===== src/rtl/sync_fifo_param.sv =====
// Parametrised single-clock FIFO with occupancy count, programmable
// almost-full/almost-empty thresholds, sticky overflow/underflow flags and
// a choice of registered or first-word-fall-through read data.
module sync_fifo_param #(
    parameter int DATA_W   = 16,
    parameter int ADDR_W   = 3,
    parameter int AF_LEVEL = 6,
    parameter int AE_LEVEL = 2,
    parameter int FWFT     = 0
) (
    input  logic              clock,
    input  logic              reset,
    input  logic              clear,
    input  logic [DATA_W-1:0] data_in,
    input  logic              write,
    input  logic              read,
    output logic [DATA_W-1:0] data_out,
    output logic              full,
    output logic              empty,
    output logic              almost_full,
    output logic              almost_empty,
    output logic [ADDR_W:0]   count,
    output logic              overflow,
    output logic              underflow
);

    localparam int DEPTH = 1 << ADDR_W;
    localparam logic [ADDR_W:0] DEPTH_CNT = DEPTH[ADDR_W:0];
    localparam logic [ADDR_W:0] AF_CNT    = AF_LEVEL[ADDR_W:0];
    localparam logic [ADDR_W:0] AE_CNT    = AE_LEVEL[ADDR_W:0];

    // Thresholds that cannot be met sensibly stop elaboration outright.
    generate
        if (AF_LEVEL < 1 || AF_LEVEL > DEPTH) begin : g_bad_af
            $error("sync_fifo_param: AF_LEVEL must lie in 1..DEPTH");
        end
        if (AE_LEVEL < 0 || AE_LEVEL >= AF_LEVEL) begin : g_bad_ae
            $error("sync_fifo_param: AE_LEVEL must be >= 0 and < AF_LEVEL");
        end
    endgenerate

    logic [DATA_W-1:0] mem_q [DEPTH];
    logic [ADDR_W-1:0] wr_ptr_q, wr_ptr_d;
    logic [ADDR_W-1:0] rd_ptr_q, rd_ptr_d;
    logic [ADDR_W:0]   count_q, count_d;
    logic              overflow_q, overflow_d;
    logic              underflow_q, underflow_d;
    logic              wr_ok, rd_ok, flush;

    // Status flags come only from the registered count, never from read/write.
    assign full         = (count_q == DEPTH_CNT);
    assign empty        = (count_q == '0);
    assign almost_full  = (count_q >= AF_CNT);
    assign almost_empty = (count_q <= AE_CNT);
    assign count        = count_q;
    assign overflow     = overflow_q;
    assign underflow    = underflow_q;

    // Accept decisions and next-state values for pointers, count and errors.
    always_comb begin
        // NOTE: every output of this block gets a value on every path, so no latch is inferred.
        flush       = reset | clear;
        wr_ok       = write & (~full | read);
        rd_ok       = read & ~empty;
        wr_ptr_d    = wr_ptr_q + ADDR_W'(wr_ok);
        rd_ptr_d    = rd_ptr_q + ADDR_W'(rd_ok);
        count_d     = count_q + (ADDR_W+1)'(wr_ok) - (ADDR_W+1)'(rd_ok);
        overflow_d  = overflow_q | (write & full & ~read);
        underflow_d = underflow_q | (read & empty);
    end

    // Control state; reset and clear both flush and win over any access.
    always_ff @(posedge clock) begin
        // NOTE: state registers use non-blocking assignment so every flop samples pre-edge values.
        if (flush) begin
            wr_ptr_q    <= '0;
            rd_ptr_q    <= '0;
            count_q     <= '0;
            overflow_q  <= 1'b0;
            underflow_q <= 1'b0;
        end else begin
            wr_ptr_q    <= wr_ptr_d;
            rd_ptr_q    <= rd_ptr_d;
            count_q     <= count_d;
            overflow_q  <= overflow_d;
            underflow_q <= underflow_d;
        end
    end

    // Storage array: written only on an accepted write outside a flush.
    always_ff @(posedge clock) begin
        // NOTE: the array has no reset; a flush only moves the pointers, which keeps it in plain RAM.
        if (!flush && wr_ok) begin
            mem_q[wr_ptr_q] <= data_in;
        end
    end

    generate
        if (FWFT != 0) begin : g_fwft
            // Head of the queue is presented directly; meaningless while empty.
            assign data_out = mem_q[rd_ptr_q];
        end else begin : g_reg
            logic [DATA_W-1:0] rdata_q;

            // Registered read port: captures the head word on an accepted read.
            always_ff @(posedge clock) begin
                if (flush) begin
                    rdata_q <= '0;
                end else if (rd_ok) begin
                    rdata_q <= mem_q[rd_ptr_q];
                end
            end

            assign data_out = rdata_q;
        end
    endgenerate

endmodule


===== config.mk =====
export PLATFORM = sky130hd
export DESIGN_NAME = sync_fifo_param
export DESIGN_NICKNAME = d
export VERILOG_FILES = /design/src/rtl/sync_fifo_param.sv
export SDC_FILE = /design/constraint.sdc
export NUM_CORES = 1
export LEC_CHECK = 0
export ABC_AREA = 1
export BUFFER_PORTS_ARGS = -buffer_cell sky130_fd_sc_hd__buf_2
export CAP_MARGIN = 20
export CORE_MARGIN = 1
export CORE_UTILIZATION = 60
export DETAILED_ROUTE_END_ITERATION = 8
export PLACE_DENSITY = 0.84
export RECOVER_POWER = 50
export SYNTH_ARGS = -nofsm -noshare
export SYNTH_HDL_FRONTEND = slang
export SYNTH_SLANG_ARGS = --single-unit

===== constraint.sdc =====
create_clock -name clock -period 2.9 [get_ports clock]
set_input_delay 0.58 -clock clock [delete_from_list [all_inputs] [get_ports clock]]
set_output_delay 0.58 -clock clock [all_outputs]
set_load 0.01 [all_outputs]

==> reports/metrics.sh, run 1 <==
RUN_STATUS='complete, no violations'
FIRST_PASS_ITERATION_COUNT_OF_THE_DETAILED_ROUTER=6
DRV.MAX_CAP_VIOLATION_COUNT=0
GRT_PASS1_VIAS=4655
HOLD_BUFFERS=0
FP.DIEAREA_UM2=11500
NUMCTSBUFFERS=17
NUMBER_OF_FILLER_INSTANCES_IN_THE_FINAL_LAYOUT=668
SETUP_VIOLATION_TOTAL_IN_THE_FINAL_TIMING_REPORT=0
DETAILED_PLACE_HPWL_UM=8530
CRITPATHBUFINV=2
TOP_LEVEL_PORTS=47
CLK_PIN_SLEW_NS=0.06
CLOCK_INSERTION_DELAY_WORST_SKEW_NS=0.54
MAX-SLEW-MARGIN-REL_PCT=54.6
NETS=745
SYNTH.FF_LATCH_COUNT=156
STARTPOINT='count[2]$_SDFF_PP0_'
POWER.LEAKAGE_uW=0.00317
HIGHEST_CLOCK_RATE_MHz=450
DRTANTENNAVIOLNETS=0
DRT_DRC_VIOLATIONS_LEFT=0
NUM_ROWS=37
CRITPATHLAUNCHTYPE='register'
FP.DIEH_UM=107
INITIAL_ANTENNA_VIOLATION_COUNT=0
MAPPED_AVG_CELL_AREA_UM2=10.2
FINALNONFILLERCELLS=860
DESIGN.CORE.AREA_UM2=10500
SYNTH-SEQ-AREA-SHARE_PCT=66.5
MAPPEDNETLISTAREA_UM2=6620
PLACE.DETAILED.INSTANCES=827
TIMING.HOLD.WORST.CLASS='input pin to register'
PLACE.PORT_BUFFERS=46
INSERTEDDIODECOUNT=0
WORSTREG2REGSTART='count[2]$_SDFF_PP0_'
SYNTH_CELL_TYPES=25
WORST_HOLD_STARTPOINT='reset'
TIGHTEST_SLEW_NS=0.681
CTS_HTREE_LEVELS=4
DIE_X_UM=107
START_UTIL_PCT=63.0
FINAL-MAX-SLEW-VIOLATION-COUNT=0
OVERFLOW=0
CRITICAL_PATH.CELL_CHAIN='inv_1 > ha_1 > nor3b_1 > buf_2'
TIMING.CRITICAL_PATH.SLOWEST_CELL_DELAY_NS=0.32
GRT_MAX_DEGREE=65
ROUTE.FINAL.WIRE_LENGTH_UM=14700
FINAL.SETUP.TNS_NS=0
WORST_CLOCK_SKEW_NS=0.0103
POWER_DENSITY_nW_PER_UM2=659
TYPE_OF_DESTINATION_OF_THE_CRITICAL_PATH='output pin'
CLOCK_SINK_COUNT=156
FINAL.MIN_CLOCK_PERIOD_NS=2.22
CTS_BUFFER_DEPTH=2
SYNTHESIS.NETS=686
REG2REG_DEPTH=11
CLOCKROOTBUFFER='sky130_fd_sc_hd__clkbuf_8'
VIAS=4741
ROUTABILITYCONGESTION=0.822
CRITICAL_PATH_CLASS='register to output pin'
WORSTSETUPPATHDEPTH=4
COMMONEST_NON_FILL_NON_TAP_CELLS_IN_THE_LAYOUT='sky130_fd_sc_hd__nand2_1, sky130_fd_sc_hd__edfxtp_1, sky130_fd_sc_hd__inv_1, sky130_fd_sc_hd__nand3_1, sky130_fd_sc_hd__clkbuf_1'
LAYOUT.CELLS.MOST_COMMON='sky130_fd_sc_hd__nand2_1'
CRIT_END='full'
FINAL-HOLD-VIOLATION-COUNT=0
HIGHEST_IR_DROP_SEEN_ON_VDD_mV=0.407
CRITICAL_PATH.TOP_DELAY_FAMILY='buffers and inverters'
TOTAL_POWER_uW=5000
FINALCOREUTILIZATION_PCT=72.2
CTS_SETUP_BUFFERS=0
SYN_TO_FINAL_GROWTH_PCT=14.7
ROUTED_WIRE_LENGTH_PER_INSTANCE_UM=17.1
CRITPATHMAXFANOUT=4
FIN_HOLD_WS_NS=0.309
FINAL_LAYOUT_SIZE_SUFFIX_GT1_SHARE_PCT=8.98
POST_SYNTH_INST_COUNT=652
CRITPATHREQUIREDTIME_NS=2.32
TRITONCTS='done'
CTS_RESIZED=0
YOSYSWARNINGS=0
VIAS_PER_CELL=5.51
GLOBAL_ROUTE_WIRE_LENGTH_BEFORE_REPAIR_UM=23100
GRT_UTIL_ALL_LAYERS_PCT=27.6
CRIT_PATH_TOP_DELAY_CELL='sky130_fd_sc_hd__dfxtp_1'
FIN_CRIT_SH_PCT=76.7
GRT_SETUP_UNREPAIRED='false'
REG2REG_SETUP_SLACK_NS=0.69
CRIT_ARRIVAL_NS=1.64
DRT-INITIAL-DRC-COUNT=528
CRITICAL_PATH.REG2REG.ENDPOINT='count[1]$_SDFF_PP0_'
per-stage QoR:
step / worst slack (ns) / area, um^2
after floorplan: 0.597 / 6620
after global placement: 0.784 / 7030
after detailed placement: 0.715 / 7030
after CTS: 0.670 / 7610
after global routing: 0.537 / 7590
final: 0.676 / 7590
state kept, by name, summed over array words and instances, names as in the netlist:
signal     count
mem_q        128
rd_ptr_q       3
overflow       1
wr_ptr_q       3
data_out      16
underflow      1
count          4
layer usage:
metal	up-vias	GRT usage, %	wire (um)
met5	-	0	0
met4	0	14.5	555
met3	59	7.23	1360
met2	286	45.3	7420
met1	2188	33.4	5400
li1	2208	-	-
power by group:
group / internal (uW) / total [uW] / switching (uW)
Clock: 1310 / 2180 / 872
Combinational: 108 / 346 / 237
Sequential: 2450 / 2470 / 25.3
Total: 3870 / 5000 / 1130
how the worst min path moves through the flow:
stage	to	slack (ns)	cells after the start
global placement	overflow$_SDFF_PP0_	0.44	2
detailed placement	overflow$_SDFF_PP0_	0.45	2
floorplan	overflow$_SDFF_PP0_	0.47	2
CTS	underflow$_SDFF_PP0_	0.30	3
finish	underflow$_SDFF_PP0_	0.31	3
global route	underflow$_SDFF_PP0_	0.33	3
final cells by class:
| class | count | area, um^2 | area share (%) |
|---|---|---|---|
| flip-flops and latches | 156 | 4410 | 58.0 |
| multi-input cells | 349 | 1620 | 21.3 |
| inverters | 120 | 450 | 5.93 |
| clock buffers | 18 | 418 | 5.51 |
| repair buffers | 67 | 360 | 4.75 |
| clock inverters | 14 | 170 | 2.24 |
| well taps | 136 | 170 | 2.24 |
synthesized netlist by cell type, drive strengths merged:
library cell	instances	area, um^2
nor2	22	90.1
xnor2	3	26.3
o31ai	1	7.51
a31oi	1	6.26
ha	12	150
inv	119	447
nand2	191	719
buf	19	106
o21a	1	7.51
fa	1	20.0
nand3	97	485
nor3b	1	7.51
clkbuf	8	40.0
edfxtp	128	3840
o21ai	1	5.00
dfxtp	28	561
clkinv	1	3.75
a21oi	18	93.8
cells by family (layout without fill, tap and decap cells):
| group | Yosys count | after routing | synth area share [%] |
|---|---|---|---|
| AO/OA/AOI/OAI | 22 | 22 | 1.81 |
| XOR/XNOR | 3 | 3 | 0.397 |
| adder cells (fa/ha/maj) | 13 | 13 | 2.57 |
| buffers and inverters | 147 | 219 | 9.02 |
| flip-flops | 156 | 156 | 66.5 |
| AND/OR/NAND/NOR | 311 | 311 | 19.7 |
worst reg2reg max path, stage by stage (launching register included):
cell                      delay [ns]
sky130_fd_sc_hd__dfxtp_1        0.32
sky130_fd_sc_hd__inv_1          0.13
sky130_fd_sc_hd__ha_1           0.15
sky130_fd_sc_hd__nor3b_1        0.31
sky130_fd_sc_hd__nand2_1        0.08
sky130_fd_sc_hd__nand2_1        0.11
sky130_fd_sc_hd__ha_1           0.23
sky130_fd_sc_hd__inv_1          0.05
sky130_fd_sc_hd__ha_1           0.17
sky130_fd_sc_hd__fa_1           0.43
sky130_fd_sc_hd__inv_1          0.07
sky130_fd_sc_hd__nor2_1         0.04
No activity file was read; power rests on OpenSTA's default activity.
==> inputs of run 2 (changes only) <==
==> constraint.sdc (replaced) <==
create_clock -name clock -period 2.2 [get_ports clock]
set_input_delay 0.44 -clock clock [delete_from_list [all_inputs] [get_ports clock]]
set_output_delay 0.44 -clock clock [all_outputs]
set_load 0.01 [all_outputs]
==> run 2 against run 1 <==
Compared with the run above: critical path depth rose by 7; worst hold slack got worse by 0.14 ns; register-to-register slack got worse by 0.62 ns.
==> reports/metrics.sh, run 2 (synthesis results as in run 1) <==
RUN_STATUS='complete, no violations'  # unchanged
CTS_BUFFER_DEPTH=2  # unchanged
CLK_PIN_SLEW_NS=0.07  # was 0.06 ns
FIN_HOLD_WS_NS=0.166  # was 0.309 ns
DRT-INITIAL-DRC-COUNT=464  # was 528
INSERTEDDIODECOUNT=0  # unchanged
STDCELL_AREA_UM2=7630  # was 7590 um^2
MAX-SLEW-MARGIN-REL_PCT=52.7  # was 54.6%
SYN_TO_FINAL_GROWTH_PCT=15.3  # was 14.7%
POWER.LEAKAGE_uW=0.00320  # was 0.00317 uW
LARGEST_REGISTER='mem_q'  # unchanged
DETAILED_PLACE_HPWL_UM=8540  # was 8530 um
LAYOUT.CELLS.MOST_COMMON='sky130_fd_sc_hd__nand2_1'  # unchanged
CRITPATHMAXFANOUT=4  # unchanged
CLOCKROOTBUFFER='sky130_fd_sc_hd__clkbuf_8'  # unchanged
WORST_CLOCK_SKEW_NS=0.00939  # was 0.0103 ns
ROUTABILITYCONGESTION=0.814  # was 0.822
GRT_MAX_DEGREE=66  # was 65
FINAL_LAYOUT_SIZE_SUFFIX_GT1_SHARE_PCT=10.5  # was 8.98%
NETS=748  # was 745
FIRST_PASS_ITERATION_COUNT_OF_THE_DETAILED_ROUTER=5  # was 6
HIGHEST_CLOCK_RATE_MHz=470
DRT_DRC_VIOLATIONS_LEFT=0  # unchanged
DPL_CELL_AREA_UM2=7090  # was 7030 um^2
ROUTED_WIRE_LENGTH_PER_INSTANCE_UM=17.3  # was 17.1 um
ROUTE.FINAL.WIRE_LENGTH_UM=14900  # was 14,700 um
TIGHTEST_SLEW_NS=0.709  # was 0.681 ns
VIAS=4791  # was 4,741
SETUP_VIOLATION_TOTAL_IN_THE_FINAL_TIMING_REPORT=0  # unchanged
FINALNONFILLERCELLS=863  # was 860
NUMCTSBUFFERS=17  # unchanged
POWER_DENSITY_nW_PER_UM2=864  # was 659 nW/um^2
CTS_HTREE_LEVELS=4  # unchanged
WORST_HOLD_STARTPOINT='reset'  # unchanged
TYPE_OF_DESTINATION_OF_THE_CRITICAL_PATH='register'  # was output pin
DRTANTENNAVIOLNETS=0  # unchanged
DIE_X_UM=107  # unchanged
FINAL-MAX-SLEW-VIOLATION-COUNT=0  # unchanged
TRITONCTS='done'  # unchanged
STARTPOINT='count[2]$_SDFF_PP0_'  # unchanged
TIMING.HOLD.WORST.CLASS='input pin to register'  # unchanged
DESIGN.CORE.AREA_UM2=10500  # unchanged
CLOCK_INSERTION_DELAY_WORST_SKEW_NS=0.55  # was 0.54 ns
CRITPATHREQUIREDTIME_NS=2.62  # was 2.32 ns
LARGEST_REGISTER_FF_COUNT=128  # unchanged
VIAS_PER_CELL=5.55  # was 5.51
FINAL-HOLD-VIOLATION-COUNT=0  # unchanged
GRT_PASS1_VIAS=4780  # was 4,655
GRT_UTIL_ALL_LAYERS_PCT=28.4  # was 27.6%
CRITPATHLAUNCHTYPE='register'  # unchanged
CRIT_ARRIVAL_NS=2.55  # was 1.64 ns
CLOCK_SINK_COUNT=156  # unchanged
FP.DIEAREA_UM2=11500  # unchanged
FINAL.SETUP.TNS_NS=0  # unchanged
NUM_ROWS=37  # unchanged
FIN_CRIT_SH_PCT=96.7
START_UTIL_PCT=63.0  # unchanged
CRITICAL_PATH_CLASS='register to register'  # was register to output pin
OVERFLOW=0  # unchanged
HIGHEST_IR_DROP_SEEN_ON_VDD_mV=0.909  # was 0.407 mV
DRV.MAX_CAP_VIOLATION_COUNT=0  # unchanged
FINAL.MIN_CLOCK_PERIOD_NS=2.13
PLACE.DETAILED.INSTANCES=831  # was 827
WORSTREG2REGSTART='count[2]$_SDFF_PP0_'  # unchanged
TOP_LEVEL_PORTS=47  # unchanged
INITIAL_ANTENNA_VIOLATION_COUNT=0  # unchanged
FP.DIEH_UM=107  # unchanged
COMMONEST_NON_FILL_NON_TAP_CELLS_IN_THE_LAYOUT='sky130_fd_sc_hd__nand2_1, sky130_fd_sc_hd__edfxtp_1, sky130_fd_sc_hd__inv_1, sky130_fd_sc_hd__nand3_1, sky130_fd_sc_hd__clkbuf_1'  # unchanged
GLOBAL_ROUTE_WIRE_LENGTH_BEFORE_REPAIR_UM=23600  # was 23,100 um
PLACE.PORT_BUFFERS=46  # unchanged
## run 2: timing repair
item | in CTS | in global routing
gates resized for setup | 0 | 2
setup endpoints to repair | 0 | 40
buffers inserted | 0 | 0
hold buffers | 0 | 0
## run 2: worst max-delay path, cell delays in order, from the launching register on
cell,delay (ns)
sky130_fd_sc_hd__dfxtp_2,0.34
sky130_fd_sc_hd__inv_2,0.06
sky130_fd_sc_hd__ha_1,0.18
sky130_fd_sc_hd__nor3b_2,0.17
sky130_fd_sc_hd__nand2_1,0.10
sky130_fd_sc_hd__nand2_2,0.07
sky130_fd_sc_hd__ha_1,0.27
sky130_fd_sc_hd__inv_1,0.04
sky130_fd_sc_hd__ha_1,0.20
sky130_fd_sc_hd__fa_1,0.38
sky130_fd_sc_hd__xnor2_1,0.14
sky130_fd_sc_hd__nor2_1,0.05
## run 2: power by group
part / switching (uW) / internal (uW) / total [uW]
clock: 1130 / 1730 / 2870
combinational: 328 / 147 / 475
sequential: 23.6 / 3230 / 3250
total: 1490 / 5110 / 6590
## run 2: final timing paths
kind,to,slack [ns],cells after the start
worst min register to register,overflow$_SDFF_PP0_,0.46,2
worst max-delay path,count[2]$_SDFF_PP0_,0.07,11
worst min-delay path,underflow$_SDFF_PP0_,0.17,3
worst max register to register,count[2]$_SDFF_PP0_,0.07,11
## run 2: stage by stage
stage / setup slack, ns / total power, uW / utilization (%)
after floorplan: -0.0366 / 3620 / -
after global placement: 0.102 / 3760 / 67.4
after detailed placement: 0.0344 / 3780 / 67.4
after CTS: 0.0216 / 6600 / 73.0
after global routing: -0.0148 / 6770 / 72.6
final: 0.0719 / 6590 / 72.6
## run 2: area by class of cell
cell class                 count  area [um^2]
timing repair buffer          70          389
fill                         667         2880
inverter                     120          450
multi-input combinational    349         1630
sequential                   156         4410
clock inverter                10          113
clock buffer                  22          473
tap                          136          170
## run 2: routing by layer
layer / share of wire [%] / global-route usage, % / vias up
met1: 36 / 35.0 / 2240
met4: 4.2 / 16.7 / 0
li1: - / - / 2214
met2: 49 / 45.2 / 281
met3: 10 / 7.54 / 56
met5: 0 / 0 / -
